File: src/rtl/lsu_pkg.sv
// Shared encodings for the load/store initiator: access sizes, FSM states and memory size default.
package lsu_pkg;

   localparam logic [1:0] SZ_BYTE = 2'b00;
   localparam logic [1:0] SZ_HALF = 2'b01;
   localparam logic [1:0] SZ_WORD = 2'b10;

   localparam int unsigned LSU_MEM_BYTES = 4096;

   typedef enum logic [1:0] {
      IDLE = 2'b00,
      RD   = 2'b01,
      WR   = 2'b10,
      RESP = 2'b11
   } state_e;

endpackage

File: src/rtl/lsu_lane_align.sv
// Little-endian lane steering: sub-word load extract with sign/zero extension,
// and the store merge that replaces only the target lanes of a fetched word.
module lsu_lane_align
   import lsu_pkg::*;
(
   input  logic [31:0] word_i,
   input  logic [31:0] wdata_i,
   input  logic [1:0]  size_i,
   input  logic [1:0]  offset_i,
   input  logic        signed_i,
   output logic [31:0] load_o,
   output logic [31:0] merged_o
);

   logic [7:0]  byte_v;
   logic [15:0] half_v;

   // NOTE: every output gets a default before the case so no path leaves it unassigned (no latch).
   always_comb begin
      byte_v   = word_i[{offset_i, 3'b000} +: 8];
      half_v   = offset_i[1] ? word_i[31:16] : word_i[15:0];
      load_o   = word_i;
      merged_o = wdata_i;
      case (size_i)
         SZ_BYTE: begin
            load_o   = {{24{signed_i & byte_v[7]}}, byte_v};
            merged_o = word_i;
            merged_o[{offset_i, 3'b000} +: 8] = wdata_i[7:0];
         end
         SZ_HALF: begin
            load_o   = {{16{signed_i & half_v[15]}}, half_v};
            merged_o = word_i;
            merged_o[{offset_i[1], 4'b0000} +: 16] = wdata_i[15:0];
         end
         default: ;
      endcase
   end

endmodule

File: src/rtl/lsu_mem_initiator.sv
// Single-outstanding load/store initiator to a word-addressed memory with RMW for sub-word stores.
// Define LSU_STATS_EN to build the saturating load/store/fault counters.
module lsu_mem_initiator
   import lsu_pkg::*;
#(
   parameter int unsigned MEM_BYTES = LSU_MEM_BYTES,
   parameter int unsigned ADDR_W    = 32
) (
   input  logic              clk,
   input  logic              rst_n,
   input  logic              req_valid,
   output logic              req_ready,
   input  logic              req_write,
   input  logic [1:0]        req_size,
   input  logic              req_signed,
   input  logic [ADDR_W-1:0] req_addr,
   input  logic [31:0]       req_wdata,
   output logic              resp_valid,
   output logic [31:0]       resp_rdata,
   output logic              resp_misaligned,
   output logic              resp_range_err,
   output logic [31:0]       mem_addr,
   output logic [31:0]       mem_wdata,
   output logic              mem_read,
   output logic              mem_write,
   input  logic [31:0]       mem_rdata,
   output logic [31:0]       stat_loads,
   output logic [31:0]       stat_stores,
   output logic [31:0]       stat_faults
);

   state_e            state_q, state_d;
   logic              write_q, signed_q, mis_q, rng_q;
   logic [1:0]        size_q;
   logic [ADDR_W-1:0] addr_q;
   logic [31:0]       wdata_q, merged_q, resp_rdata_q;
   logic              accept, req_mis, req_rng;
   logic [31:0]       ld_data, merge_data;

   assign accept  = req_valid && (state_q == IDLE);
   assign req_rng = req_addr >= ADDR_W'(MEM_BYTES);

   always_comb begin
      case (req_size)
         SZ_BYTE: req_mis = 1'b0;
         SZ_HALF: req_mis = req_addr[0];
         SZ_WORD: req_mis = |req_addr[1:0];
         default: req_mis = 1'b1;
      endcase
   end

   lsu_lane_align u_align (
      .word_i   (mem_rdata),
      .wdata_i  (wdata_q),
      .size_i   (size_q),
      .offset_i (addr_q[1:0]),
      .signed_i (signed_q),
      .load_o   (ld_data),
      .merged_o (merge_data)
   );

   always_comb begin
      state_d         = state_q;
      req_ready       = 1'b0;
      mem_read        = 1'b0;
      mem_write       = 1'b0;
      mem_addr        = '0;
      mem_wdata       = '0;
      resp_valid      = 1'b0;
      resp_misaligned = 1'b0;
      resp_range_err  = 1'b0;
      case (state_q)
         IDLE: begin
            req_ready = 1'b1;
            if (req_valid) begin
               if (req_mis || req_rng)                     state_d = RESP;
               else if (req_write && req_size == SZ_WORD)  state_d = WR;
               else                                        state_d = RD;
            end
         end
         RD: begin
            mem_read = 1'b1;
            mem_addr = 32'({addr_q[ADDR_W-1:2], 2'b00});
            state_d  = write_q ? WR : RESP;
         end
         WR: begin
            mem_write = 1'b1;
            mem_addr  = 32'({addr_q[ADDR_W-1:2], 2'b00});
            mem_wdata = (size_q == SZ_WORD) ? wdata_q : merged_q;
            state_d   = RESP;
         end
         RESP: begin
            resp_valid      = 1'b1;
            resp_misaligned = mis_q;
            resp_range_err  = rng_q;
            state_d         = IDLE;
         end
         default: state_d = IDLE;
      endcase
   end

   assign resp_rdata = resp_rdata_q;

   // NOTE: sequential state uses non-blocking assignments so all flops update from pre-edge values.
   always_ff @(posedge clk or negedge rst_n) begin
      if (!rst_n) begin
         state_q      <= IDLE;
         write_q      <= 1'b0;
         signed_q     <= 1'b0;
         mis_q        <= 1'b0;
         rng_q        <= 1'b0;
         size_q       <= SZ_BYTE;
         addr_q       <= '0;
         wdata_q      <= '0;
         merged_q     <= '0;
         resp_rdata_q <= '0;
      end else begin
         state_q <= state_d;
         if (accept) begin
            write_q  <= req_write;
            signed_q <= req_signed;
            mis_q    <= req_mis;
            rng_q    <= req_rng;
            size_q   <= req_size;
            addr_q   <= req_addr;
            wdata_q  <= req_wdata;
            if (req_mis || req_rng) resp_rdata_q <= '0;
         end
         // mem_rdata is only meaningful (non-Z) while RD drives mem_read.
         if (state_q == RD) begin
            merged_q <= merge_data;
            if (!write_q) resp_rdata_q <= ld_data;
         end
         if (state_q == WR) resp_rdata_q <= '0;
      end
   end

`ifdef LSU_STATS_EN
   logic [31:0] loads_q, stores_q, faults_q;

   always_ff @(posedge clk or negedge rst_n) begin
      if (!rst_n) begin
         loads_q  <= '0;
         stores_q <= '0;
         faults_q <= '0;
      end else if (state_q == RESP) begin
         if (mis_q || rng_q) begin
            if (faults_q != '1) faults_q <= faults_q + 32'd1;
         end else if (write_q) begin
            if (stores_q != '1) stores_q <= stores_q + 32'd1;
         end else begin
            if (loads_q != '1) loads_q <= loads_q + 32'd1;
         end
      end
   end

   assign stat_loads  = loads_q;
   assign stat_stores = stores_q;
   assign stat_faults = faults_q;
`else
   assign stat_loads  = '0;
   assign stat_stores = '0;
   assign stat_faults = '0;
`endif

endmodule

File: config.mk
export PLATFORM = sky130hd
export DESIGN_NAME = lsu_mem_initiator
export DESIGN_NICKNAME = d
export VERILOG_FILES = /design/src/rtl/lsu_pkg.sv /design/src/rtl/lsu_lane_align.sv /design/src/rtl/lsu_mem_initiator.sv
export SDC_FILE = /design/constraint.sdc
export NUM_CORES = 1
export LEC_CHECK = 0
export ABC_AREA = 0
export BUFFER_PORTS_ARGS = -buffer_cell sky130_fd_sc_hd__buf_2
export CORE_MARGIN = 10
export CORE_UTILIZATION = 46
export DETAILED_ROUTE_END_ITERATION = 6
export PLACE_DENSITY = 0.78
export SLEW_MARGIN = 20
export SYNTH_ARGS = -nofsm -noshare
export SYNTH_HDL_FRONTEND = slang
export SYNTH_SLANG_ARGS = --single-unit
File: constraint.sdc
create_clock -name clk -period 2.23 [get_ports clk]
set_input_delay 0.3345 -clock clk [delete_from_list [all_inputs] [get_ports clk]]
set_output_delay 0.3345 -clock clk [all_outputs]
set_load 0.02 [all_outputs]
==> results of run 1 <==
==> state kept, by name (all words and copies together), names as in the netlist <==
register / flops
addr_q: 32
merged_q: 32
mis_q: 1
resp_rdata: 32
rng_q: 1
signed_q: 1
size_q: 2
state_q: 2
wdata_q: 32
write_q: 1
==> through the flow <==
step / hold slack (ns) / power [mW] / instances / utilization
final: 0.128 / 16.3 / 1276 / 0.570
after global routing: 0.119 / 17.4 / 1274 / 0.569
after CTS: 0.117 / 16.2 / 1272 / 0.566
after detailed placement: 0.341 / 13.3 / 1237 / 0.531
after global placement: 0.338 / 13.2 / 1237 / 0.531
after floorplan: 0.0389 / 10.5 / 930 / -
==> routing by layer <==
metal	vias to the layer above	GRT usage	routed length, um
li1	3147	-	-
met1	3383	0.261	10300
met2	449	0.343	12300
met5	-	0	26
met3	76	0.104	3600
met4	4	0.0900	951
==> cells in the final DEF (no fill, tap or decap), types with 6 or more instances in the layout <==
cell / count
a21boi_1: 18
dfrtp_1: 135
mux4_2: 8
inv_1: 8
a22o_1: 16
conb_1: 98
nand2_1: 133
o221ai_1: 7
clkbuf_16: 17
buf_4: 30
nand3_1: 9
a21boi_0: 8
mux2_2: 69
nor2_1: 51
a21boi_2: 6
buf_12: 8
a41oi_1: 9
ha_1: 7
buf_2: 196
a21oi_1: 47
o2bb2ai_2: 19
o2bb2ai_1: 10
a221oi_1: 20
a22oi_1: 8
and2_1: 32
nand2b_1: 9
o21ai_0: 12
==> final timing paths <==
kind                                from           end  cells after the start
max                           state_q[0]  mem_addr[15]                      5
min                        req_wdata[15]   wdata_q[15]                      2
max reg2reg                    size_q[1]   merged_q[6]                      5
min reg2reg                        rng_q         rng_q                      2
max in group asynchronous          rst_n   wdata_q[10]                      3
min in group asynchronous          rst_n    addr_q[12]                      2
==> critical path, stage by stage (launching register included) <==
cell and delay [ns]:
dfrtp_1 0.41, inv_1 0.10, ha_2 0.38, buf_6 0.17
and2_1 0.20, buf_2 0.19
==> cell families (layout without fill, tap and decap cells) <==
group           Yosys count  after routing
mux                      78             78
fa+ha+maj                 9              9
flops                   136            136
buf+inv                 159            278
compound gates          189            189
other cells               1            100
simple gates            261            261
==> report_power, final <==
part | total, mW | internal (mW) | switching (mW) | leakage (nW)
Combinational | 8.90 | 3.57 | 5.33 | 2.81
Sequential | 4.64 | 3.65 | 0.994 | 1.65
Clock | 2.78 | 1.65 | 1.14 | 0.284
==> synthesized netlist by cell type, types with 12 or more instances <==
cell type,n,area share
buf_4,98,0.090
a21boi_0,15,0.014
nand2_1,133,0.061
dfrtp_1,136,0.42
a21oi_1,47,0.029
a22o_1,16,0.017
clkbuf_1,37,0.017
nor2_1,52,0.024
and2_1,32,0.024
a221oi_1,20,0.021
o21ai_0,12,0.0073
o2bb2ai_2,19,0.035
a21boi_1,17,0.016
mux2_2,69,0.095
==> final cells by class <==
| type | count | area (sq um) |
|---|---|---|
| Multi-Input combinational cell | 635 | 4180 |
| Tap cell | 225 | 282 |
| Clock inverter | 15 | 153 |
| Timing Repair Buffer | 238 | 1410 |
| Clock buffer | 17 | 425 |
| Fill cell | 1549 | 7470 |
| Antenna cell | 2 | 5.00 |
| Inverter | 8 | 30.0 |
| Sequential cell | 136 | 3400 |
==> timing repair <==
item,in CTS,in global routing
endpoints found under the hold margin,35,0
setup buffers,2,2
endpoints found under the setup margin,27,25
gates resized for setup,6,16
hold buffers,1,0
==> impl_metrics.yaml, run 1 <==
clock_tree:
  cts_made_buffers: 17
  cts_num_sinks: 136
  cts_tree: "done"
  path_clk_slew_ns: 0.07
  clock_latency_ns: 0.43
  root_buffer: "clkbuf_16"
  cts_buffer_depth: 2
  clock_tree.htree_level_count: 4
detailed_routing:
  vias_per_cell: 5.53
  antenna_left: 0
  drt_wl_total_mm: 27.1
  wl_per_cell_um: 21.2
  first_pass_iters: 5
  drtIter0Drc: 523
  drcViolationCount: 0
  num_vias: 7059
yosys:
  synth_edf_count: 0
  syn_area_sq_um: 8200
  synthArstFlopShare: 1.00
  synthAdderAreaFrac: 0.0137
  synth_top_family_by_area: "compound AO/OA/AOI/OAI gates"
  synth_ff_type: "dfrtp_1"
  synthSimpleGateAreaFrac: 0.145
  ys_seq_elements: 136
  synth_cells: 833
  synth-compound-area-share: 0.185
  yosys_warnings: 0
  synth_xor_area_frac: 0
  synth.avg_cell_area_sq_um: 9.84
  synth_cell_types: 49
  synthMuxAreaShare: 0.118
  ys_seq_area_frac: 0.415
sta:
  finalClockSkew_ns: 0.0125
  finalSetupTns_ns: 0
  setup_violations: 0
  hold_viol_final: 0
  period_needed_ns: 2.21
  worst_pin_slew_ns: 1.11
  max_freq_mhz: 453
  slew_headroom: 0.258
  slew_violations: 0
  setup_ws_ns: 0.0248
  finalCritPeriodShare: 0.989
  rsz0062_at_grt: "true"
global_route:
  globalRouteOverflowTotal: 0
  antenna_found_initial: 3
  grt_usage: 0.222
  grt_pass1_vias: 7301
  grt_max_degree: 66
  grt_pass1_wl_mm: 42.0
layout:
  stdcell_area_sq_um: 9890
  final_nets: 1148
  drive_gt1_frac: 0.363
  syn_to_final_growth_pct: 20.6
floorplanning:
  die-area_sq_um: 23600
  fp-row-count: 48
  die_y_um: 153
  start_util: 0.472
  coreArea_sq_um: 17400
  die_w_um: 153
  io_pins: 301
run:
  drv_cap: 0
placement:
  io_buffers: 202
  place_ws_ns: 0.109
  gp_congestion: 0.944
  postPlaceCellArea_sq_um: 9220
  dp_hpwl_mm: 20.4
critical_path:
  path_max_fanout: 17
  critPathArrivalTime_ns: 1.87
  startpoint_type: "flop"
  path_class: "reg -> out"
  crit_required_ns: 1.90
  rrSetupSlack_ns: 0.21
  crit_path_end_kind: "output pin"
hold_path:
  hold_class: "in -> reg"
outcome:
  status: "completed"
power_and_ir_drop:
  leakage_nw: 4.75
  powerDensity_nw_per_um2: 1650
  peakVddDrop_mv: 0.983
(Power assumes the default switching activity.)
==> run 2, diff against run 1 <==
--- a/config.mk
+++ b/config.mk
@@ -8,9 +8,10 @@
 export ABC_AREA = 0
 export BUFFER_PORTS_ARGS = -buffer_cell sky130_fd_sc_hd__buf_2
 export CORE_MARGIN = 10
-export CORE_UTILIZATION = 46
+export CORE_UTILIZATION = 54
+export CTS_BUF_LIST = sky130_fd_sc_hd__clkbuf_8 sky130_fd_sc_hd__clkbuf_16
 export DETAILED_ROUTE_END_ITERATION = 6
-export PLACE_DENSITY = 0.78
+export PLACE_DENSITY = 0.83
 export SLEW_MARGIN = 20
 export SYNTH_ARGS = -nofsm -noshare
 export SYNTH_HDL_FRONTEND = slang
==> constraint.sdc (replaced) <==
create_clock -name clk -period 2.7 [get_ports clk]
set_input_delay 0.405 -clock clk [delete_from_list [all_inputs] [get_ports clk]]
set_output_delay 0.405 -clock clk [all_outputs]
set_load 0.02 [all_outputs]
==> impl_metrics.yaml, run 2 (synthesis gave the netlist of run 1 again) <==
clock_tree:
  cts_num_sinks: 136
  cts_made_buffers: 17
  cts_tree: "done"
  clock_latency_ns: 0.42
  post_cts_buffers: 0
  path_clk_slew_ns: 0.06
  cts_buffer_depth: 2
  root_buffer: "clkbuf_16"
  clock_tree.htree_level_count: 4
global_route:
  grt_pass1_vias: 7121
  globalRouteOverflowTotal: 0
  grt_usage: 0.245
  grt_pass1_wl_mm: 39.3
  antenna_found_initial: 6
  grt_max_degree: 66
floorplanning:
  start_util: 0.558
  fp-row-count: 44
  io_pins: 301
  coreArea_sq_um: 14700
  die_w_um: 143
  die-area_sq_um: 20500
  die_y_um: 143
sta:
  setup_violations: 0
  finalCritPeriodShare: 0.925
  worst_pin_slew_ns: 0.906
  finalSetupTns_ns: 0
  max_freq_mhz: 400
  finalClockSkew_ns: 0.0202
  hold_viol_final: 0
  slew_violations: 0
  period_needed_ns: 2.50
  slew_headroom: 0.392
  rsz0062_at_grt: "false"
  hold_ws_ns: 0.211
placement:
  io_buffers: 202
  dp_hpwl_mm: 19.4
  gp_congestion: 0.963
hold_path:
  hold_class: "in -> reg"
detailed_routing:
  wl_per_cell_um: 21.2
  route.met3.wl_mm: 3.83
  drcViolationCount: 0
  num_vias: 6952
  antenna_left: 0
  drtIter0Drc: 673
  first_pass_iters: 5
  vias_per_cell: 5.68
  top_layer_used: "met5"
  met1Wirelength_mm: 9.43
  drt_wl_total_mm: 25.9
  wl_met2_mm: 11.9
power_and_ir_drop:
  peakVddDrop_mv: 0.878
  finalPower_mw: 13.3
  powerDensity_nw_per_um2: 1370
  leakage_nw: 4.71
critical_path:
  path_class: "reg -> out"
  crit_path_end_kind: "output pin"
  path_max_fanout: 15
  startpoint_type: "flop"
  critPathArrivalTime_ns: 2.09
  crit_required_ns: 2.30
layout:
  layout_commonest_cell: "buf_2"
  drive_gt1_frac: 0.347
  final_cell_mix: "buf_2, dfrtp_1, nand2_1, conb_1, mux2_2"
  num-fill-cells: 1182
  syn_to_final_growth_pct: 18.3
  final_nets: 1139
outcome:
  status: "completed"
run:
  drv_cap: 0
==> run 2: cell count changes in the layout (fill, tap and decap cells not counted), sizes merged <==
cell,change
buf,-8
clkbuf,+2
diode,-1
bufinv,+2
inv,+1
clkinv,-5
clkinvlp,-1
==> run 2: critical path, stage by stage (launching register included) <==
cell and delay (ns):
dfrtp_1 0.49, nand2_1 0.50, buf_4 0.24, nand2_1 0.06, a21boi_1 0.19, buf_2 0.20
==> run 2: routing by layer <==
metal | track usage | vias to the layer above
met4 | 0.0961 | 10
met5 | 0 | -
li1 | - | 3124
met1 | 0.286 | 3292
met2 | 0.388 | 473
met3 | 0.108 | 53
==> run 2: final timing paths <==
kind                             start              to  slack [ns]  cells after the start
min reg2reg                      rng_q           rng_q        0.48                      2
min                        req_addr[8]       addr_q[8]        0.21                      2
max reg2reg                  size_q[1]     merged_q[7]        0.58                      5
max in group asynchronous        rst_n    merged_q[18]        1.36                      3
max                          size_q[1]   mem_wdata[16]        0.20                      5
min in group asynchronous        rst_n  resp_rdata[19]        0.49                      2
==> run 2: power breakdown <==
part | switching, mW | leakage, nW | internal, mW
clock network | 0.851 | 0.321 | 1.60
registers | 0.851 | 1.65 | 3.01
logic | 4.27 | 2.74 | 2.71
==> run 2: repair_timing <==
action,4_1_cts,5_1_grt
endpoints found under the setup margin,0,1
resized for setup,0,1
hold endpoints to repair,47,0
hold buffers,1,0
==> run 2: per-stage QoR <==
stage	util	setup slack [ns]	instances	cell area [sq um]
final	0.660	0.202	1225	9700
after global routing	0.660	0.0373	1224	9700
after CTS	0.659	0.160	1224	9690
after detailed placement	0.616	0.502	1191	9060
after global placement	0.616	0.559	1191	9060
after floorplan	-	0.431	930	8560
==> run 2: layout make-up <==
cell class / count / area, sq um / share of cell area
tap: 184 / 230 / 0.0237
sequential: 136 / 3400 / 0.351
antenna: 1 / 2.50 / 0.000258
clock buffer: 20 / 467 / 0.0481
inverter: 8 / 30.0 / 0.00310
multi-input combinational: 635 / 4160 / 0.429
clock inverter: 12 / 158 / 0.0163
timing repair buffer: 229 / 1250 / 0.129
